<file path="src/rtl/uart_tx_fifo.sv">
// uart_tx_fifo: 8N1 UART transmitter fed by a 2^FIFO_AW-byte FIFO through a valid/ready handshake.
module uart_tx_fifo #(
  parameter int TIMER_BITS      = 10,
  parameter int CLOCKS_PER_BAUD = 868,
  parameter int FIFO_AW         = 4
) (
  input  logic               clk,
  input  logic               i_reset,
  input  logic [7:0]         i_data,
  input  logic               i_valid,
  output logic               o_ready,
  output logic               o_tx,
  output logic               o_busy,
  output logic [FIFO_AW:0]   o_count
);
  localparam int DEPTH = 1 << FIFO_AW;
  localparam logic [TIMER_BITS-1:0] RELOAD = TIMER_BITS'(CLOCKS_PER_BAUD - 1);
  typedef enum logic [1:0] {IDLE, START, DATA, STOP} state_t;
  state_t state, state_n;
  logic [7:0] mem [DEPTH];
  logic [FIFO_AW-1:0] wr_ptr, rd_ptr;
  logic [7:0] shift, shift_n;
  logic [2:0] idx, idx_n;
  logic [TIMER_BITS-1:0] cnt, cnt_n;
  logic tx_n, push, pop, tick, has;
  assign o_ready = o_count != (FIFO_AW+1)'(DEPTH);
  assign push    = i_valid && o_ready;
  assign o_busy  = state != IDLE;
  assign tick    = cnt == '0;
  assign has     = o_count != '0;
  always_comb begin
    state_n = state;
    shift_n = shift;
    idx_n   = idx;
    cnt_n   = (state == IDLE) ? cnt : cnt - 1'b1;
    tx_n    = o_tx;
    pop     = 1'b0;
    case (state)
      IDLE: begin
        tx_n = 1'b1;
        if (has) begin
          pop     = 1'b1;
          shift_n = mem[rd_ptr];
          tx_n    = 1'b0;
          cnt_n   = RELOAD;
          state_n = START;
        end
      end
      START: if (tick) begin
        tx_n    = shift[0];
        idx_n   = '0;
        cnt_n   = RELOAD;
        state_n = DATA;
      end
      DATA: if (tick) begin
        cnt_n = RELOAD;
        if (idx == 3'd7) begin
          tx_n    = 1'b1;
          state_n = STOP;
        end else begin
          shift_n = shift >> 1;
          tx_n    = shift[1];
          idx_n   = idx + 3'd1;
        end
      end
      STOP: if (tick) begin
        if (has) begin
          pop     = 1'b1;
          shift_n = mem[rd_ptr];
          tx_n    = 1'b0;
          cnt_n   = RELOAD;
          state_n = START;
        end else begin
          cnt_n   = '0;
          state_n = IDLE;
        end
      end
    endcase
  end
  always_ff @(posedge clk) begin
    if (i_reset) begin
      state   <= IDLE;
      shift   <= '0;
      idx     <= '0;
      cnt     <= '0;
      o_tx    <= 1'b1;
      wr_ptr  <= '0;
      rd_ptr  <= '0;
      o_count <= '0;
    end else begin
      state   <= state_n;
      shift   <= shift_n;
      idx     <= idx_n;
      cnt     <= cnt_n;
      o_tx    <= tx_n;
      wr_ptr  <= wr_ptr + FIFO_AW'(push);
      rd_ptr  <= rd_ptr + FIFO_AW'(pop);
      o_count <= o_count + (FIFO_AW+1)'(push) - (FIFO_AW+1)'(pop);
    end
  end
  always_ff @(posedge clk)
    if (push) mem[wr_ptr] <= i_data;
endmodule

</file>
<file path="config.mk">
export PLATFORM = sky130hd
export DESIGN_NAME = uart_tx_fifo
export DESIGN_NICKNAME = d
export VERILOG_FILES = /design/src/rtl/uart_tx_fifo.sv
export SDC_FILE = /design/constraint.sdc
export NUM_CORES = 1
export LEC_CHECK = 0
export ABC_CLOCK_PERIOD_IN_PS = 3490
export CORE_UTILIZATION = 63
export CTS_BUF_LIST = sky130_fd_sc_hd__clkbuf_2 sky130_fd_sc_hd__clkbuf_4 sky130_fd_sc_hd__clkbuf_8
export CTS_CLUSTER_DIAMETER = 60
export DETAILED_ROUTE_END_ITERATION = 6
export PLACE_DENSITY = 0.81
export SETUP_SLACK_MARGIN = 0.3
export SLEW_MARGIN = 20
export SYNTH_ARGS = -nofsm -noshare
export SYNTH_HDL_FRONTEND = slang
export SYNTH_SLANG_ARGS = --single-unit
</file>
<file path="constraint.sdc">
create_clock -name clk -period 3.49 [get_ports clk]
set_clock_uncertainty 0.05 [all_clocks]
set_input_delay 0.5235 -clock clk [delete_from_list [all_inputs] [get_ports clk]]
set_output_delay 0.5235 -clock clk [all_outputs]
set_load 0.1 [all_outputs]
</file>
==> results of run 1 <==
cell families (layout without fill, tap and decap cells):
family | after synthesis | after routing | share of synthesized area
compound gates | 78 | 78 | 0.0762
xor+xnor | 15 | 15 | 0.0186
fa+ha+maj | 19 | 19 | 0.0346
buf+inv | 36 | 80 | 0.0265
flops | 165 | 165 | 0.648
mux | 54 | 54 | 0.116
simple gates | 109 | 109 | 0.0806
cell type report:
class,instances,area (um^2),area share
Timing Repair Buffer,34,295,0.0376
Tap cell,140,175,0.0223
Multi-Input combinational cell,275,2330,0.297
Clock buffer,17,234,0.0298
Clock inverter,14,166,0.0212
Sequential cell,165,4590,0.585
Inverter,15,56.3,0.00718
worst paths after layout:
| path | end | from | slack [ps] |
|---|---|---|---|
| worst max-delay path | o_count[4] | cnt[2] | 520 |
| worst min-delay path | idx[1] | idx[1] | 420 |
| worst max register to register | o_count[4] | cnt[2] | 520 |
| worst min register to register | idx[1] | idx[1] | 420 |
placed cells by master, fill, tap and decap left out, types with 3 or more instances in the layout:
| master | Yosys | routed |
|---|---|---|
| nand2b_1 | 8 | 8 |
| clkdlybuf4s50_1 | 0 | 16 |
| inv_1 | 15 | 15 |
| clkinv_4 | 0 | 3 |
| nor3_1 | 6 | 6 |
| dfxtp_2 | 0 | 6 |
| nand2_1 | 21 | 21 |
| a221oi_1 | 8 | 8 |
| a211o_1 | 3 | 3 |
| a22oi_1 | 13 | 13 |
| xnor2_1 | 8 | 8 |
| xor2_1 | 7 | 7 |
| mux2i_1 | 29 | 29 |
| buf_4 | 2 | 18 |
| clkbuf_8 | 0 | 17 |
| edfxtp_1 | 128 | 128 |
| inv_6 | 0 | 3 |
| mux4_2 | 10 | 10 |
| a21oi_1 | 16 | 16 |
| nand3_1 | 3 | 3 |
| ha_1 | 18 | 18 |
| nor2_1 | 36 | 36 |
| o21ai_0 | 13 | 13 |
| mux2_2 | 6 | 6 |
| nor2b_1 | 17 | 17 |
| mux4_1 | 9 | 9 |
| inv_8 | 0 | 3 |
| or3_1 | 3 | 3 |
| dfxtp_1 | 37 | 31 |
| o31ai_1 | 7 | 7 |
worst register-to-register path, cell delays in order (launching register included):
cell	delay [ps]
dfxtp_1	350
nor3_1	510
nand4_1	240
a211oi_2	320
ha_1	270
inv_1	50
ha_1	160
inv_1	50
fa_1	400
inv_1	80
a21oi_1	60
nor2_1	120
or3_1	140
a21oi_1	60
sequential cells by signal, indices dropped and copies added, names as in the netlist:
name / count
cnt: 10
idx: 3
mem: 128
o_count: 5
o_tx: 1
rd_ptr: 4
shift: 8
state: 2
wr_ptr: 4
what timing repair did:
item / CTS / global route
endpoints found under the hold margin: 0 / 0
setup endpoints to repair: 0 / 1
resized for setup: 0 / 1
stage by stage:
stage / area, um^2 / worst slack (ps)
after floorplan: 7100 / 328
after global placement: 7440 / 636
after detailed placement: 7440 / 480
after CTS: 7840 / 468
after global routing: 7850 / 348
final: 7850 / 524
metal layers:
metal / GRT usage / share of wire / wire [um]
met5: 0 / 0 / 0
met1: 0.328 / 0.40 / 5620
met2: 0.442 / 0.50 / 6930
met3: 0.0766 / 0.070 / 972
met4: 0.0978 / 0.029 / 404
power groups by stage:
stage	logic (uW)	registers [uW]	clock network, uW
after floorplan	1290	2610	0
final	1860	2460	1370
after global routing	2020	2480	1470
after detailed placement	1820	2500	0
after CTS	1840	2460	1390
after global placement	1780	2490	0
==> results.md, run 1 <==
* Chip Height at 108 um
* RSZ-0062 raised after global routing: no
* Outcome: complete, no violations
* Placed cell count at 629
* Share of the synthesized area in the top cell type at 0.543
* Buf/Inv on CP at 3
* CP Max Fanout at 6
* Total GRT Usage at 0.264
* Synth cell types at 57
* Total chip power at 5690 uW
* Die Width at 108 um
* Post-synthesis sequential area ratio at 0.648
* First-pass GRT wire length at 21.9 mm
* Element type at the critical path end: register
* FP Rows at 38
* HPWL after detailed placement at 9.23 mm
* Reg2Reg Depth at 13
* CP max stage cell: nor3_1
* Hold-fix buffer count after cts at 0
* Most common cell in the netlist: edfxtp_1
* Slew Limit Headroom at 0.353
* Initial antenna violation count at 0
* Cell chain of the critical path: nor3_1 -> nand4_1 -> a211oi_2 -> ha_1 -> inv_1 -> ha_1 -> inv_1 -> fa_1 -> inv_1 -> a21oi_1 -> nor2_1 -> or3_1 -> a21oi_1
* RD Place Congestion at between 0.8 and 0.9
* Worst vdd ir at 816 uV
* Internal Pwr Total at between 3000 and 4000 uW
* Sw power at 1990 uW
* Most common cell type on the critical path: inv_1
* Sequential Power Share at 0.432
* Total number of cells along the worst setup path at 13
* PwrDens at 726 mW/mm^2
* Setup TNS Final at 0 ps
* Max-cap violations at 0
* Hold Worst Slack at roughly 420 ps
* Clock Power Share at 0.241
* Core Footprint at between 0.01 and 0.015 mm^2
* WP data required at 3780 ps
* Top cells by area, synth: edfxtp_1 (54%), dfxtp_1 (10%), mux2i_1 (4.1%)
* Final Util at 0.721
* Cell family with most CP delay: simple AND/OR/NAND/NOR gates
* Synth Cell Area at around 0.0071 mm^2
* Fillers at 685
* CTS Buffer Depth at 2
* Worst-Skew Late Latency at 460 ps
* Fin nets at 538
* Sw Share at 0.349
* Peak Freq at 337 MHz
* Min Tclk post-route at slightly below 3000 ps
* Via count of the first global-routing pass at roughly 4000
* Final worst path period share at 0.850
* Post CTS Setup Buffer Count at 0
* Ys Warns at 0
* Final cell count without fillers at 660
* Mapped Cells at 476
* Num Clock Sinks at 165
* Clock transition at path regs at roughly 90 ps
* # setup viols final at 0
* Post-synth top area cell: edfxtp_1
* DRT iter0 DRCs at 366
* Ant. Diodes at 0
* Final WL at between 10 and 15 mm
* Share of cells above drive strength 1 at 0.152
* Path type of the worst min-delay path: register to register
* Antenna-violating nets left at 0
* H-tree Lvls at 4
* CP max stage delay at 510 ps
* Vias per cell at ~6.4
* Main synth FF type: edfxtp_1
* TritonCTS Buffers at 17
* Combinational Power Share at 0.327
* Vias at 4199
* Largest net degree at the start of global routing at 27
* Post-synth EDFFs at 128
* CP Class: register to register
* CTS tree: built
* Final number of max-transition violations at 0
* Root buffer cell: clkbuf_8
* Leak pwr at 0.00266 uW
* GRT overflow at 0
* Hold Violations, Final at 0
* Avg Inst Size Synth at 14.9 um^2
* Worst Setup Start Kind: register
* DRC violations left at 0
* Hold Path Depth at 2
* 1st-pass router iterations at 5
* Die area at roughly 0.012 mm^2
* IO buf count at 18
* Drt wl/cell at 21.1 um
* Syn nets at 506
* Worst Tran Pin Value at 967 ps
* I/O pins at 19
* Area Growth Syn to Fin at 10.9%
* #FFs+latches synth at 165
* Initial Util at 0.650
* Synth async-reset ratio at 0
* Synth cell count leaders: edfxtp_1 (128), dfxtp_1 (37), nor2_1 (36), mux2i_1 (29), nand2_1 (21)
* Crit path DAT at 3250 ps
Note: power is estimated with default switching activity, not from simulation.
==> run 2: changes to the inputs <==
Settings changed: ABC_CLOCK_PERIOD_IN_PS 3490 to 2900.
Clock period 3.49 ns to 2.9 ns, I/O delays scaled along.
==> results.md, run 2 (synthesis gave the netlist of run 1 again) <==
* Area Growth Syn to Fin at 15.3%
* CP Class: register to register
* Setup slack at placement at 73.8 ps (-407 ps)
* TritonCTS Buffers at 17 (unchanged)
* Largest net degree at the start of global routing at 27 (unchanged)
* Num Clock Sinks at 165 (unchanged)
* Peak Freq at 377 MHz (+12%)
* Crit path DAT at 2940 ps (-310 ps)
* Sw Share at 0.356 (+0.00711)
* Final worst path period share at 0.915 (+0.0648)
* H-tree Lvls at 4 (unchanged)
* Initial Util at 0.650 (unchanged)
* GRT overflow at 0 (unchanged)
* Sequential Power Share at 0.409 (-0.023)
* Drt wl/cell at 21.4 um (+1.2%)
* Most flop-heavy register: mem
* Sw power at 2570 uW (+29%)
* Ant. Diodes at 0 (unchanged)
* # setup viols final at 0 (unchanged)
* Share of cells above drive strength 1 at 0.251 (+0.0995)
* Chip Height at 108 um (unchanged)
* Reg2Reg Depth at 13 (unchanged)
* Worst Tran Pin Value at 702 ps (-266 ps)
* Max-cap violations at 0 (unchanged)
* Worst-Skew Late Latency at 450 ps (about the same)
* Combinational Power Share at 0.368 (+0.041)
* Slew Limit Headroom at 0.531 (+0.178)
* Leak pwr at 0.00280 uW (+5.4%)
* Final number of max-transition violations at 0 (unchanged)
* HPWL after detailed placement at 9.72 mm (+5.3%)
* Antenna-violating nets left at 0 (unchanged)
* I/O pins at 19 (unchanged)
* Min Tclk post-route at 2650 ps (-313 ps)
* FP Rows at 38 (unchanged)
* Final Util at 0.750 (+0.0290)
* Largest registers: mem x128, cnt x10, shift x8
* Reg-to-reg endpoint: o_count[4]
* CTS tree: built
* Setup crit end: o_count[4]
* DRC violations left at 0 (unchanged)
* Outcome: complete, no violations
* First-pass GRT wire length at 22.5 mm (+2.7%)
* Worst vdd ir at 1000 uV (+23%)
* Total GRT Usage at 0.276 (+0.0114)
* WP data required at 3190 ps (-590 ps)
* Path type of the worst min-delay path: register to register
* Hold Violations, Final at 0 (unchanged)
* Die area at 0.0117 mm^2 (unchanged)
* Initial antenna violation count at 0 (unchanged)
* Commonest non-fill, non-tap cell in the layout: edfxtp_1
* Element type at the critical path end: register
* Hold Worst Slack at 418 ps (-3.34 ps)
* Worst Setup Start Kind: register
* DRT iter0 DRCs at 471 (+29%)
* PwrDens at 882 mW/mm^2 (+22%)
* Internal Pwr Total at 4630 uW (+25%)
* CTS Buffer Depth at 2 (unchanged)
* Vias per cell at 6.26 (-1.6%)
* IO buf count at 18 (unchanged)
* CP Max Fanout at 2 (-4)
* 1st-pass router iterations at 5 (unchanged)
* Core Footprint at 0.0109 mm^2 (unchanged)
* Root buffer cell: clkbuf_8
* RSZ-0062 raised after global routing: yes
* Setup WS post-layout at 248 ps (-277 ps)
* Final WL at 14.6 mm (+5.0%)
* Most frequent cells in the layout: edfxtp_1 (128), buf_4 (46), nor2_1 (36), mux2i_1 (29), dfxtp_1 (24)
* Clock transition at path regs at 90 ps (about the same)
* Fin nets at 562 (+4.5%)
* Via count of the first global-routing pass at 4286 (+4.1%)
* Die Width at 108 um (unchanged)
* Hold-fix buffer count after cts at 0 (unchanged)
* Clock Power Share at 0.223 (-0.018)
* Worst r2r src: cnt[8]
* Setup TNS Final at 0 ps (unchanged)
* Critical Path Source: cnt[8]
* Max reg flops at 128 (unchanged)
* RD Place Congestion at 0.915 (+4.0%)
* R2R Setup Slk at 250 ps (-280 ps)
* Vias at 4287 (+2.1%)
run 2: layout make-up:
class	count	area, um^2
fill	656	2730
clock inverter	15	165
sequential	165	4620
timing repair buffer	58	485
tap	140	175
inverter	15	60.1
multi-input combinational	275	2430
clock buffer	17	234
run 2: per-stage QoR:
| step | std cells | total power (uW) | cell area (um^2) |
|---|---|---|---|
| floorplan | 476 | 4760 | 7160 |
| global placement | 640 | 5240 | 7590 |
| detailed placement | 640 | 5330 | 7590 |
| CTS | 682 | 7120 | 8120 |
| global route | 685 | 7540 | 8160 |
| finish | 685 | 7200 | 8160 |
run 2: how the worst min path moves through the flow:
stage                        end  cells after the start    from
after floorplan           idx[1]                      2  idx[1]
after global placement    idx[1]                      2  idx[1]
after detailed placement  idx[1]                      2  idx[1]
after CTS                 idx[1]                      2  idx[1]
after global routing      idx[2]                      2  idx[2]
final                     idx[1]                      2  idx[1]
run 2: timing repair:
action / in CTS / in global routing
endpoints found under the setup margin: 3 / 2
resized for setup: 19 / 6
buffers inserted: 10 / 3
endpoints found under the hold margin: 0 / 0
pin swaps: 9 / 6
run 2: worst max-delay path, cell delays in order, from the launching register on:
cell,delay (ps)
dfxtp_2,340
nor4_4,310
nand4_1,220
a211oi_4,310
ha_1,290
inv_2,70
ha_4,130
inv_2,40
fa_2,330
inv_1,80
a21oi_2,50
nor2_1,130
or3_1,150
a21oi_2,50
run 2: routing by layer:
layer  GRT usage  routed length, um  vias to the layer above
met3      0.0657                817                       33
met2       0.457               7470                      161
met4       0.119                343                        0
met1       0.348               5990                     2137
met5           0                  0                        -
li1            -                  -                     1956
run 2: power by group through the flow:
stage                     registers [uW]  logic [uW]  clock network [uW]
final                               2940        2650                1610
after global routing                2970        2850                1720
after CTS                           2940        2540                1640
after detailed placement            2990        2340                   0
after global placement              2970        2270                   0
after floorplan                     3160        1610                   0
